==> src/rtl/wb_regfile.sv <==
// Writeback buffer plus 32x32 register file with two combinational read ports.
// Optional macro WB_BYPASS_EN forwards the pending entry to the read ports and silences raw_hazard.
module wb_regfile #(
  parameter int NREG = 32,
  parameter int AW   = 5,
  parameter int DW   = 32
) (
  input  logic          clk,
  input  logic          rst_n,
  input  logic          wb_en,
  input  logic [AW-1:0] wb_addr,
  input  logic [DW-1:0] wb_data,
  input  logic          wb_stall,
  input  logic          wb_flush,
  input  logic [AW-1:0] rs_addr,
  input  logic [AW-1:0] rt_addr,
  output logic [DW-1:0] rs_data,
  output logic [DW-1:0] rt_data,
  output logic          raw_hazard,
  output logic          pend_valid,
  output logic [31:0]   commit_cnt
);

  logic          pv_q, pv_d;
  logic [AW-1:0] pa_q, pa_d;
  logic [DW-1:0] pd_q, pd_d;
  logic [31:0]   cnt_q, cnt_d;
  logic          commit;
  logic [DW-1:0] regs_q [NREG];
  logic [DW-1:0] regs_d [NREG];
  logic          match_rs, match_rt;

  // Flush beats stall and capture; a stalled edge freezes everything.
  always_comb begin
    pv_d   = pv_q;
    pa_d   = pa_q;
    pd_d   = pd_q;
    cnt_d  = cnt_q;
    commit = 1'b0;
    if (wb_flush) begin
      pv_d = 1'b0;
    end else if (!wb_stall) begin
      commit = pv_q;
      if (pv_q) cnt_d = cnt_q + 32'd1;
      if (wb_en && (wb_addr != '0)) begin
        pv_d = 1'b1;
        pa_d = wb_addr;
        pd_d = wb_data;
      end else begin
        pv_d = 1'b0;
      end
    end
  end

  always_ff @(posedge clk or negedge rst_n) begin
    if (!rst_n) begin
      pv_q  <= 1'b0;
      pa_q  <= '0;
      pd_q  <= '0;
      cnt_q <= '0;
    end else begin
      pv_q  <= pv_d;
      pa_q  <= pa_d;
      pd_q  <= pd_d;
      cnt_q <= cnt_d;
    end
  end

  // Register 0 never accepts a commit, so it stays at its reset value of zero.
  for (genvar gi = 0; gi < NREG; gi++) begin : g_reg
    always_comb begin
      regs_d[gi] = regs_q[gi];
      if ((gi != 0) && commit && (pa_q == AW'(gi))) regs_d[gi] = pd_q;
    end

    always_ff @(posedge clk or negedge rst_n) begin
      if (!rst_n) regs_q[gi] <= '0;
      else        regs_q[gi] <= regs_d[gi];
    end
  end

  always_comb begin
    match_rs = pv_q && (pa_q == rs_addr) && (rs_addr != '0);
    match_rt = pv_q && (pa_q == rt_addr) && (rt_addr != '0);
`ifdef WB_BYPASS_EN
    rs_data    = (rs_addr == '0) ? '0 : (match_rs ? pd_q : regs_q[rs_addr]);
    rt_data    = (rt_addr == '0) ? '0 : (match_rt ? pd_q : regs_q[rt_addr]);
    raw_hazard = 1'b0;
`else
    rs_data    = (rs_addr == '0) ? '0 : regs_q[rs_addr];
    rt_data    = (rt_addr == '0) ? '0 : regs_q[rt_addr];
    raw_hazard = match_rs || match_rt;
`endif
  end

  assign pend_valid = pv_q;
  assign commit_cnt = cnt_q;

endmodule
==> config.mk <==
export PLATFORM = sky130hd
export DESIGN_NAME = wb_regfile
export DESIGN_NICKNAME = d
export VERILOG_FILES = /design/src/rtl/wb_regfile.sv
export SDC_FILE = /design/constraint.sdc
export NUM_CORES = 2
export LEC_CHECK = 0
export CAP_MARGIN = 40
export CORE_MARGIN = 2
export CORE_UTILIZATION = 39
export CTS_CLUSTER_DIAMETER = 60
export CTS_CLUSTER_SIZE = 10
export DETAILED_ROUTE_END_ITERATION = 8
export GPL_TIMING_DRIVEN = 0
export MAX_ROUTING_LAYER = met4
export PLACE_DENSITY = 0.63
export SLEW_MARGIN = 20
export SYNTH_ARGS = -nofsm -noshare
export SYNTH_HDL_FRONTEND = slang
export SYNTH_SLANG_ARGS = --single-unit
==> constraint.sdc <==
create_clock -name clk -period 7.4 [get_ports clk]
set_input_delay 1.48 -clock clk [delete_from_list [all_inputs] [get_ports clk]]
set_output_delay 1.48 -clock clk [all_outputs]
set_load 0.01 [all_outputs]
==> flow_metrics.py <==
metrics = {
    "status": {
        "status": "complete, no violations",
    },
    "synth": {
        "ys_seq_area_share_pct": 47.3,
        "synthCells": 3903,
        "synth_edf_count": 0,
        "postSynthAreaPerCell_um2": 14.4,
        "ys_types": 49,
        "syn_area_um2": 56200,
        "async_flop_share_pct": 100,
        "ys.flop_type": "dfrtp_1",
        "yosys_warnings": 0,
        "ys_ff_latch": 1062,
        "syn_nets": 3956,
    },
    "timing": {
        "setup_tns_ns": 0,
        "rsz0062_at_grt": "no",
        "slew_headroom_pct": 37.7,
        "fmax_mhz": 136,
        "finalCriticalPeriod_ns": 7.35,
        "tightest_slew_ns": 0.935,
        "hold_violations": 0,
        "fin_worst_skew_ns": 0.0223,
        "setup_viol": 0,
        "drv_slew": 0,
        "finalCritPeriodShare_pct": 99.3,
    },
    "clocking": {
        "cts_tree": "yes",
        "holdBufCountCts": 0,
        "cts-root-buf": "clkbuf_16",
        "cts_setup_buffers": 0,
        "cts_max_path_buffers": 3,
        "clk_pin_slew_ns": 0.05,
        "cts.sinks": 1062,
        "clk_latency_ns": 0.79,
        "ctsResizeCount": 1,
        "htreeDepth": 4,
        "cts_buffers": 132,
    },
    "floorplan": {
        "start_util_pct": 39.2,
        "die_y_um": 384,
        "core_um2": 143000,
        "fp-row-count": 139,
        "die_x_um": 384,
        "io_pins": 150,
        "dieArea_um2": 147000,
    },
    "final_layout": {
        "post-route-cell-area_um2": 64500,
        "area_growth_pct": 14.9,
        "final_layout_size_suffix_gt1_share_pct": 44.3,
        "layout_commonest_cell": "mux2_2",
        "fin_nets": 4278,
        "postLayoutCoreUtil_pct": 45.0,
        "final_cells": 6178,
        "layout_common_cells": "mux2_2, dfrtp_1, mux4_2",
    },
    "setup_path": {
        "end_kind": "output pin",
        "crit_arrival_ns": 5.87,
        "critPathKind": "primary input to output pin",
        "crit_path_start_kind": "primary input",
        "crit_required_ns": 5.92,
        "cp_max_fo": 10,
    },
    "global_route": {
        "grt_pass1_wl_um": 254000,
        "track_usage_pct": 24.3,
        "antenna_found_initial": 8,
        "overflow": 0,
        "grt_max_degree": 147,
        "grt_pass1_vias": 37000,
    },
    "place": {
        "place_area_um2": 60600,
        "hpwl_um": 136000,
        "place_congestion": 0.939,
        "dp.cells": 5985,
        "io_buffer_count": 144,
    },
    "detailed_routing": {
        "drt-wirelength-per-cell_um": 28.2,
        "finalWirelength_um": 174000,
        "wl_met1_um": 75300,
        "met2_wirelength_um": 79900,
        "drtPass1Iterations": 6,
        "dr_wl_met3_um": 11800,
        "drcViolationCount": 0,
        "drt_iter0_drc": 3631,
        "vias_per_cell": 5.91,
        "vias": 36500,
        "top_layer": "met4",
        "postRouteAntennaNets": 0,
    },
    "pwr": {
        "p_leak_nw": 29.7,
        "power_mw": 15.1,
        "ir_worst_vdd_mv": 0.245,
        "power.density_nw_per_um2": 234,
    },
    "worst_hold_path": {
        "hp-class": "flip-flop to flip-flop",
    },
    "run": {
        "drv_cap": 0,
    },
}
## Yosys cell counts (4+ instances only)
cell type	instances	area share, %
xor2_1	15	0.23
mux2_4	30	0.80
buf_1	65	0.43
nand4_1	8	0.089
and4_1	4	0.062
and3_1	5	0.056
buf_2	146	1.3
xnor2_1	24	0.37
o21ai_0	129	1.1
nor3_1	13	0.12
nor2_1	50	0.33
o22ai_1	32	0.36
o221ai_1	32	0.50
nand3_1	16	0.14
a21oi_1	34	0.30
nand2b_1	6	0.067
a22o_1	128	2.0
and2_1	5	0.056
mux2i_1	160	2.9
mux4_2	384	15
nor2b_1	11	0.12
a22oi_1	63	0.84
dfrtp_1	1062	47
buf_4	5	0.067
mux2_2	1095	22
clkbuf_1	190	1.3
o31ai_1	32	0.43
nand2_1	132	0.88
## layer usage
layer | vias up | global-route usage, %
met2 | 1399 | 36.3
met3 | 295 | 4.64
met4 | 0 | 9.66
li1 | 15600 | -
met5 | - | -
met1 | 19300 | 32.8
## final timing paths
path,from,to,slack [ns],cells after the start
setup / recovery,rt_addr[2],rt_data[2],0.05,9
min in group asynchronous,rst_n,regs_q[345],0.54,1
max in group asynchronous,rst_n,regs_q[751],3.48,6
hold reg to reg,commit_cnt[31],commit_cnt[31],0.48,1
setup reg to reg,pend_valid,regs_q[112],4.45,5
hold / removal,commit_cnt[31],commit_cnt[31],0.48,1
## sequential cells by signal, indices dropped and copies added, names as in the netlist
register	cells
regs_q	992
pa_q	5
commit_cnt	32
pend_valid	1
pd_q	32
## layout make-up
class	instances	area [um2]
diodes	3	7.51
plain buffers	410	1800
clock buffers	156	3550
clock inverters	25	353
fillers	12900	78800
inverters	3	11.3
multi-input cells	2428	27800
flip-flops and latches	1062	26600
well taps	1903	2380
repair buffers	188	2040
## cells by family (layout without fill, tap and decap cells)
group                      after synthesis  in the layout  share of synthesized area, %
AOI/OAI and AO/OA                      455            455                          5.65
xor gates and xnor gates                39             39                         0.608
adders and majority gates                1              1                        0.0223
buffers and inverters                  413            782                          3.22
DFF                                   1062           1062                          47.3
muxes                                 1669           1669                          41.0
other                                    0              3                             0
and+or+nand+nor                        264            264                          2.20
## power by group
group | leakage, nW | internal, mW | switching [mW]
clock | 1.91 | 3.57 | 2.52
combinational | 13.2 | 1.02 | 1.34
sequential | 14.6 | 6.27 | 0.386
## per-stage QoR
stage,hold slack (ns),setup slack [ns]
floorplan,0.491,2.84
global placement,0.464,-44.07
detailed placement,0.468,-0.0535
CTS,0.496,0.00316
global route,0.520,0.106
finish,0.483,0.0527
## critical path, stage by stage
cell	delay, ns
clkdlybuf4s50_1	0.67
clkbuf_1	0.20
buf_6	0.22
clkbuf_1	0.71
mux4_2	0.42
a22o_1	0.27
o21ai_0	0.72
o21ai_0	0.54
clkdlybuf4s50_1	0.62
No activity file was read; power rests on OpenSTA's default activity.
